[config.mk]
export PLATFORM = sky130hd
export DESIGN_NAME = chimp_round_ctrl
export DESIGN_NICKNAME = d
export VERILOG_FILES = /design/src/rtl/chimp_pkg.sv /design/src/rtl/chimp_delay_counter.sv /design/src/rtl/chimp_round_ctrl.sv
export SDC_FILE = /design/constraint.sdc
export NUM_CORES = 1
export LEC_CHECK = 0
export ABC_CLOCK_PERIOD_IN_PS = 3600
export CAP_MARGIN = 40
export CORE_MARGIN = 4
export CORE_UTILIZATION = 40
export DETAILED_ROUTE_END_ITERATION = 16
export GPL_TIMING_DRIVEN = 0
export SETUP_SLACK_MARGIN = 0.1
export SLEW_MARGIN = 0
export SYNTH_ARGS = -nofsm -noshare
export SYNTH_HDL_FRONTEND = slang
export SYNTH_SLANG_ARGS = --single-unit
[constraint.sdc]
create_clock -name clk -period 3.6 [get_ports clk]
set_clock_uncertainty 0.1 [all_clocks]
set_input_delay 0.54 -clock clk [delete_from_list [all_inputs] [get_ports clk]]
set_output_delay 0.54 -clock clk [all_outputs]
set_load 0.03 [all_outputs]
[src/rtl/chimp_pkg.sv]
// Shared types and constants for the chimp memory game control path.
package chimp_pkg;

    localparam int CHIMP_BOARD_DIM = 8;
    localparam int CHIMP_NUM_W     = 5;

    typedef enum logic [2:0] {
        IDLE,
        CLEAR,
        LOAD,
        SHOW,
        PLAY,
        WIN_PAUSE,
        FAIL_PAUSE,
        GAME_OVER
    } chimp_state_t;

endpackage

[src/rtl/chimp_delay_counter.sv]
// Restartable delay counter: held at zero while iLoad is high, then counts up and
// saturates; oExpired marks the LIMIT-th cycle after iLoad drops.
module chimp_delay_counter #(
    parameter int LIMIT = 4
) (
    input  logic clk,
    input  logic iReset,
    input  logic iLoad,
    output logic oExpired
);

    localparam int            CW   = (LIMIT > 1) ? $clog2(LIMIT) : 1;
    localparam logic [CW-1:0] LAST = CW'(LIMIT - 1);

    logic [CW-1:0] count;

    always_ff @(posedge clk) begin
        if (iReset || iLoad) begin
            count <= '0;
        end else if (count != LAST) begin
            count <= count + CW'(1);
        end
    end

    assign oExpired = (count == LAST);

endmodule

[src/rtl/chimp_round_ctrl.sv]
// Chimp memory game round controller: sequences clear/load/show/play and judges clicks.
// Defining CHIMP_SHOW_TIMEOUT_EN makes SHOW fall through to PLAY after SHOW_CYCLES cycles.
module chimp_round_ctrl
    import chimp_pkg::*;
#(
    parameter int START_LEVEL  = 3,
    parameter int MAX_LEVEL    = 31,
    parameter int MAX_STRIKES  = 3,
    parameter int PAUSE_CYCLES = 50_000_000,
    parameter int SHOW_CYCLES  = 150_000_000
) (
    input  logic                   clk,
    input  logic                   iReset,
    input  logic                   iStart,
    input  logic                   iMouseClick,
    input  logic [CHIMP_NUM_W-1:0] iCellNum,
    input  logic                   iCellUsed,
    input  logic                   iDoneLoad,
    output logic                   oResetBoard,
    output logic                   oLoadEnable,
    output logic                   oShowEnable,
    output logic                   oClearCell,
    output logic [CHIMP_NUM_W-1:0] oLevel,
    output logic [CHIMP_NUM_W-1:0] oNumToChoose,
    output logic [1:0]             oStrikes,
    output logic                   oRoundWon,
    output logic                   oRoundLost,
    output logic                   oGameOver,
    output logic                   oWin
);

    localparam int                     BOARD_CELLS = CHIMP_BOARD_DIM * CHIMP_BOARD_DIM;
    localparam logic [CHIMP_NUM_W-1:0] START_LVL   = CHIMP_NUM_W'(START_LEVEL);
    localparam logic [CHIMP_NUM_W-1:0] MAX_LVL     = CHIMP_NUM_W'(MAX_LEVEL);
    localparam logic [1:0]             MAX_STR     = 2'(MAX_STRIKES);

    if (MAX_LEVEL > 31 || MAX_LEVEL >= BOARD_CELLS || START_LEVEL > MAX_LEVEL ||
        MAX_STRIKES < 1 || MAX_STRIKES > 3 || PAUSE_CYCLES < 1 || SHOW_CYCLES < 1) begin : gBadParams
        $error("chimp_round_ctrl: illegal parameter combination");
    end

    chimp_state_t state;
    chimp_state_t stateNext;

    logic [CHIMP_NUM_W-1:0] levelNext;
    logic [CHIMP_NUM_W-1:0] numNext;
    logic [1:0]             strikesNext;
    logic                   winNext;
    logic                   clearCellNext;
    logic                   loadFirst;
    logic                   inPause;
    logic                   pauseDone;
    logic                   showTimeout;
    logic                   clickValid;

    assign inPause    = (state == WIN_PAUSE) || (state == FAIL_PAUSE);
    assign clickValid = iMouseClick && iCellUsed;

    // Shared by both pause states; a pause never follows another directly, so holding it
    // in load outside the pauses restarts it on every pause entry.
    chimp_delay_counter #(
        .LIMIT(PAUSE_CYCLES)
    ) uPauseCounter (
        .clk     (clk),
        .iReset  (iReset),
        .iLoad   (!inPause),
        .oExpired(pauseDone)
    );

`ifdef CHIMP_SHOW_TIMEOUT_EN
    chimp_delay_counter #(
        .LIMIT(SHOW_CYCLES)
    ) uShowCounter (
        .clk     (clk),
        .iReset  (iReset),
        .iLoad   (state != SHOW),
        .oExpired(showTimeout)
    );
`else
    assign showTimeout = 1'b0;
`endif

    always_comb begin
        stateNext     = state;
        levelNext     = oLevel;
        numNext       = oNumToChoose;
        strikesNext   = oStrikes;
        winNext       = oWin;
        clearCellNext = 1'b0;
        unique case (state)
            IDLE: begin
                if (iStart) stateNext = CLEAR;
            end
            CLEAR: begin
                numNext   = '0;
                stateNext = LOAD;
            end
            LOAD: begin
                // The datapath's done flag is still stale during the first LOAD cycle.
                if (iDoneLoad && !loadFirst) stateNext = SHOW;
            end
            SHOW, PLAY: begin
                if (clickValid) begin
                    if (iCellNum == oNumToChoose) begin
                        clearCellNext = 1'b1;
                        numNext       = oNumToChoose + CHIMP_NUM_W'(1);
                        stateNext     = (oNumToChoose == oLevel) ? WIN_PAUSE : PLAY;
                    end else begin
                        if (oStrikes != MAX_STR) strikesNext = oStrikes + 2'd1;
                        stateNext = FAIL_PAUSE;
                    end
                end else if ((state == SHOW) && showTimeout) begin
                    stateNext = PLAY;
                end
            end
            WIN_PAUSE: begin
                if (pauseDone) begin
                    if (oLevel == MAX_LVL) begin
                        winNext   = 1'b1;
                        stateNext = GAME_OVER;
                    end else begin
                        levelNext = oLevel + CHIMP_NUM_W'(1);
                        stateNext = CLEAR;
                    end
                end
            end
            FAIL_PAUSE: begin
                if (pauseDone) stateNext = (oStrikes == MAX_STR) ? GAME_OVER : CLEAR;
            end
            GAME_OVER: begin
                if (iStart) begin
                    levelNext   = START_LVL;
                    strikesNext = '0;
                    winNext     = 1'b0;
                    stateNext   = CLEAR;
                end
            end
            default: stateNext = IDLE;
        endcase
    end

    // Flags are registered from the next state so every output is a clean flop.
    always_ff @(posedge clk) begin
        if (iReset) begin
            state        <= IDLE;
            oLevel       <= START_LVL;
            oNumToChoose <= '0;
            oStrikes     <= '0;
            oWin         <= 1'b0;
            oClearCell   <= 1'b0;
            oResetBoard  <= 1'b0;
            oLoadEnable  <= 1'b0;
            oShowEnable  <= 1'b0;
            oRoundWon    <= 1'b0;
            oRoundLost   <= 1'b0;
            oGameOver    <= 1'b0;
            loadFirst    <= 1'b0;
        end else begin
            state        <= stateNext;
            oLevel       <= levelNext;
            oNumToChoose <= numNext;
            oStrikes     <= strikesNext;
            oWin         <= winNext;
            oClearCell   <= clearCellNext;
            oResetBoard  <= (stateNext == CLEAR);
            oLoadEnable  <= (stateNext == LOAD);
            oShowEnable  <= (stateNext == SHOW);
            oRoundWon    <= (stateNext == WIN_PAUSE);
            oRoundLost   <= (stateNext == FAIL_PAUSE);
            oGameOver    <= (stateNext == GAME_OVER);
            loadFirst    <= (state == CLEAR);
        end
    end

endmodule

* Word level (Yosys, flattened, before mapping)
Cells that the tools add are included.
** Operators by class
- Divide/modulo/power cells :: 0
- Add/sub/neg operators :: 4
- $lt $le $gt $ge :: 0
- Bitwise gates (word level) :: 2
- Equality and inequality tests :: 28
- Shifts and indexed selects :: 0
- $mul :: 0
- Muxes and demuxes :: 27
- Reduce and logical (&&, ||, !) cells :: 17
** Operator list (count)
- $add A26 B1 Y26 const B :: 1
- $eq A26 B26 Y1 const B :: 1
- $ne A26 B26 Y1 const B :: 1
- $mux W5 :: 5
- $eq A3 B3 Y1 const B :: 7
- $mux W3 :: 7
- $pmux W5 S2 :: 2
- $pmux W3 S6 :: 1
- $ne A2 B2 Y1 const B :: 8
- $eq A3 B2 Y1 const B :: 4
- $add A5 B1 Y5 const B :: 2
- $eq A5 B5 Y1 :: 2
- $mux W2 :: 5
- $reduce_and A4 Y1 :: 2
- $eq A3 B1 Y1 const B :: 2
- $reduce_bool A2 Y1 :: 3
- $eq A5 B5 Y1 const B :: 1
- $mux W1 :: 5
- $reduce_and A5 Y1 :: 1
- $pmux W2 S2 :: 1
- $reduce_or A2 Y1 :: 2
- $logic_not A3 Y1 :: 1
- $reduce_and A3 Y1 :: 1
- $reduce_or A3 Y1 :: 1
- other kinds (8) :: 12
** Word-level totals
- Logic and storage cells :: 92
- Bits in registers :: 50
- Output and inout port bits :: 20
- Bits of input ports :: 11
- ROM bits :: 0
- Memories :: 0
- RAM bits :: 0
- Latch bits :: 0

* Longest topological paths before layout
- Depth after elaboration :: 6
- Mapped depth :: 9
- Gate-level depth less buffers :: 9

* Cells and area by module
A second synthesis with hierarchy kept.
** Second synthesis, totals
- Cells, all modules :: 291
- Area, all modules :: 2568.7 µm²
** Modules (own cells, without submodules)
- chimp_round_ctrl :: cells each 148, instances 1, area each 1328.8 µm², seq. area each 480.5 µm²
- chimp_delay_counter :: cells each 143, instances 1, area each 1239.9 µm², seq. area each 520.5 µm²

* Worst setup path before layout
No wires, ideal clock.
- Path type :: reg2reg
- From :: reg uPauseCounter.count[7]
- To :: reg oResetBoard
- Arrival :: 2.301 ns
- Required time :: 3.366 ns
- Setup time :: 0.134 ns
- Stages on the path, launching flop included :: 8
- Path slack :: 1.065 ns
- Cell sequence :: dfxtp_1 or4_4 nor4_4 nand3_4 or4_1 and3b_1 buf_6 nor3b_1
** Between the ends
- Word-level cells in the longest chain between the ends :: 4
- Elaborated cells on any way between the ends :: 5
- Classes of those cells :: eq/ne (2); mux (3)
** RTL lines
- start, declared :: RTL line chimp_delay_counter.sv:15 : logic [CW-1:0] count;
- start signal, assigned :: RTL line chimp_delay_counter.sv:21 : count <= count + CW'(1);
- $eq A26 B26 Y1 (*) :: RTL line chimp_delay_counter.sv:25 : assign oExpired = (count == LAST);
- $mux W3, on equally long branches :: RTL line chimp_round_ctrl.sv:128, chimp_round_ctrl.sv:117
- $pmux W3 S6 (*) :: RTL line chimp_round_ctrl.sv:90 : unique case (state)
- $eq A3 B1 Y1 (*) :: RTL line chimp_round_ctrl.sv:165 : oResetBoard <= (stateNext == CLEAR);
- end signal, assigned :: RTL line chimp_round_ctrl.sv:165
- end, declared :: RTL line chimp_round_ctrl.sv:19 : output logic oResetBoard,
Mark *: on every way between the ends. The rest lies on a longest branch, timed or not.
A chain may end at the register's enable or synchronous reset.

* Final worst setup path
- From :: reg uPauseCounter.count[17]
- To :: reg oRoundWon
** Between the ends
- Word-level cells in the longest chain between the ends :: 4
- Elaborated cells on any way between the ends :: 5
- Classes of those cells :: eq/ne (2); mux (3)
** RTL lines
- $eq A26 B26 Y1 (*) :: RTL line chimp_delay_counter.sv:25
- $mux W3, on equally long branches :: RTL line chimp_round_ctrl.sv:128, chimp_round_ctrl.sv:117
- $pmux W3 S6 (*) :: RTL line chimp_round_ctrl.sv:90
- $eq A3 B3 Y1 (*) :: RTL line chimp_round_ctrl.sv:168 : oRoundWon <= (stateNext == WIN_PAUSE);
- end signal, assigned :: RTL line chimp_round_ctrl.sv:168
- end, declared :: RTL line chimp_round_ctrl.sv:26 : output logic oRoundWon,
Marked as above.

==> flow_metrics.tcl <==
set metrics [dict create \
    outcome "finished, final reports clean" \
    drt_iter0_markers 85 \
    syn_inst 285 \
    hold_violations 0 \
    ir_drop_v 0.0001738 \
    row_count 28 \
    dr.pass1.iters 4 \
    clk_path_buf_depth 2 \
    reg2reg_depth 7 \
    synth.area.top_cells "dfxtp_1 40%, xor2_1 7.4%, xnor2_1 6.0%" \
    fin_setup_tns_ns 0 \
    tightest_slew_ns 0.6142 \
    combPwrFrac 0.095 \
    start_util 0.4156 \
    area.growth.synth_to_final_pct 19.05 \
    seq_power_share 0.581 \
    dp_hpwl_mm 4.057 \
    slew_headroom 0.5881 \
    worst-path-max-fanout 9 \
    grt_max_degree 15 \
    cts.sinks 50 \
    grt_overflow 0 \
    die_h_um 86.90 \
    synthArstFlopShare 0 \
    yosysTopAreaCell "dfxtp_1" \
    synth.distinct_cells 54 \
    cts_tree "done" \
    die_w_um 86.90 \
    numCtsBuffers 5 \
    htree_levels 2 \
    finalSetupViolCount 0 \
    power_leakage_nw 0.9859 \
    cts-root-buf "clkbuf_8" \
    synth_edf_count 0 \
    layout-drive-gt1-share 0.07430 \
    synthFlopType "dfxtp_1" \
    ys_seq_area_frac 0.4020 \
    place.gp.congestion 0.8320 \
    rrSetupSlack_ns 0.80 \
    worstHoldStart "oWin" \
    synth_area_per_cell_um2 8.736 \
    layout.nets 339 \
    vias 2082 \
    required_ns 3.67 \
    die_area_mm2 0.007551 \
    r2r_start "uPauseCounter.count[17]" \
    crit_arrival_ns 2.87 \
    holdPathEnd "oWin" \
    port_buffers 29 \
    end_kind "flop" \
    fmax_mhz 357.3 \
    fin_crit_ns 2.799 \
    path_clk_slew_ns 0.09 \
    r2r-end "oRoundWon" \
    p_clk_frac 0.325 \
    netSwitchingPower_w 0.0002360 \
    synth_seq_cells 50 \
    yosysMostFrequentCell "dfxtp_1" \
    hold_class "flop to flop" \
    syn_area_mm2 0.002490 \
    grt_pass1_wl_mm 9.294 \
    synth_nets 301 \
    min_period_over_period 0.7774 \
    switching_share 0.2435 \
    antenna_found_initial 0 \
    wl_mm 5.449 \
    grt_pass1_vias 2040 \
    grt_use_total 0.1548 \
    worstSetupPathType "flop to flop" \
    num_io_pins 31 \
    synth_top_area_share 0.4020 \
    cts_setup_buffers 0 \
    ctsHoldBuffers 0 \
    maxCapViolations 0 \
    power.density_mw_per_mm2 327.0 \
    cts_resized 0 \
    n_antenna_cell 0 \
    internal-power_w 0.0007332 \
    synthTopCellsByCount "50 x dfxtp_1, 37 x nor2_1, 26 x nand2_1" \
    via_per_inst 5.231 \
    worstSkewPairLatency_ns 0.31 \
    slew_violations 0 \
    route.detailed.drc 0 \
    hold_path_depth 2 \
    rsz0062_at_grt "no" \
    worstSetupStartpointType "flop" \
    yosys_warnings 0 \
    ant_nets 0 \
    wl_per_cell_um 13.69 \
    coreArea_mm2 0.005991 \
    postLayoutCoreUtil 0.4948 \
]
-- cell type report --
type | instances | area, um^2
fill | 614 | 3027
multi-input combinational | 221 | 1401
sequential | 50 | 1001
timing repair buffer | 31 | 300.3
tap | 75 | 93.84
buffer | 9 | 70.07
clock buffer | 5 | 68.82
inverter | 5 | 18.77
clock inverter | 2 | 10.01
-- state kept, by name, summed over array words and instances, names as in the netlist --
register and cells:
loadFirst 1, oClearCell 1, oGameOver 1, oLevel 5
oLoadEnable 1, oNumToChoose 5, oResetBoard 1, oRoundLost 1
oRoundWon 1, oShowEnable 1, oStrikes 2, oWin 1
state 3, uPauseCounter.count 26
-- critical path, stage by stage (launching register included) --
cell and delay (ns):
dfxtp_1 0.40, or4bb_1 0.56, nor4_4 0.46, nand3_4 0.21, or4_1 0.49, and3b_1 0.20
buf_6 0.13, nor3b_1 0.13
-- layout by cell type, fill, tap and decap left out, drive strengths merged, types with 3 or more instances in the layout --
master | synthesis | layout
and3 | 5 | 5
nand2b | 3 | 3
nand4 | 8 | 8
xnor2 | 17 | 17
nor4 | 4 | 4
nor3 | 10 | 10
ha | 5 | 5
inv | 5 | 5
xor2 | 21 | 21
nor2b | 4 | 4
nor3b | 5 | 5
nand2 | 26 | 26
nand3 | 17 | 17
dfxtp | 50 | 50
clkbuf | 7 | 12
clkdlybuf4s50 | 0 | 29
a21oi | 12 | 12
o21ai | 9 | 9
buf | 1 | 3
or3 | 3 | 3
nor2 | 37 | 37
and4 | 3 | 3
-- worst max-delay path by stage --
stage,from,depth (start not counted),end
floorplan,uPauseCounter.count[7],7,oResetBoard
global placement,uPauseCounter.count[0],7,uPauseCounter.count[15]
detailed placement,uPauseCounter.count[17],7,oResetBoard
CTS,uPauseCounter.count[17],7,oRoundWon
global route,uPauseCounter.count[7],7,oShowEnable
finish,uPauseCounter.count[17],7,oRoundWon
-- layer usage --
layer | track usage | vias up | wire length, um
li1 | - | 1070 | -
met1 | 0.1789 | 962 | 2463
met2 | 0.2719 | 38 | 2570
met3 | 0.03595 | 12 | 299
met4 | 0.06516 | 0 | 116
met5 | 0 | - | 0
-- power groups by stage --
stage / Clock (W) / Sequential (W) / Combinational (W)
after CTS: 0.000329 / 0.000563 / 0.0000924
after floorplan: 0 / 0.000582 / 0.0000549
after global routing: 0.000348 / 0.000564 / 0.000101
after global placement: 0 / 0.000576 / 0.0000918
after detailed placement: 0 / 0.000576 / 0.0000920
final: 0.000315 / 0.000563 / 0.0000917
-- stage by stage --
stage	total power [W]	hold WS (ns)	cell area [um^2]	std cells	worst slack [ns]
2_1_floorplan	0.0006367	0.3664	2490	285	1.065
3_3_place_gp	0.0006676	0.3470	2874	389	0.7849
3_5_place_dp	0.0006678	0.3465	2885	391	0.8206
4_1_cts	0.0009848	0.3595	2964	398	0.8042
5_1_grt	0.001013	0.4211	2964	398	0.5768
6_report	0.0009692	0.3581	2964	398	0.8014
-- logic make-up after synthesis --
kind of cell / synth area share
adder cells (fa/ha/maj): 0.02513
XOR/XNOR: 0.1337
flip-flops: 0.4020
multiplexers: 0.008041
AO/OA/AOI/OAI: 0.08996
AND/OR/NAND/NOR: 0.3055
buffers and inverters: 0.03568
Note: power is estimated with default switching activity, not from simulation.
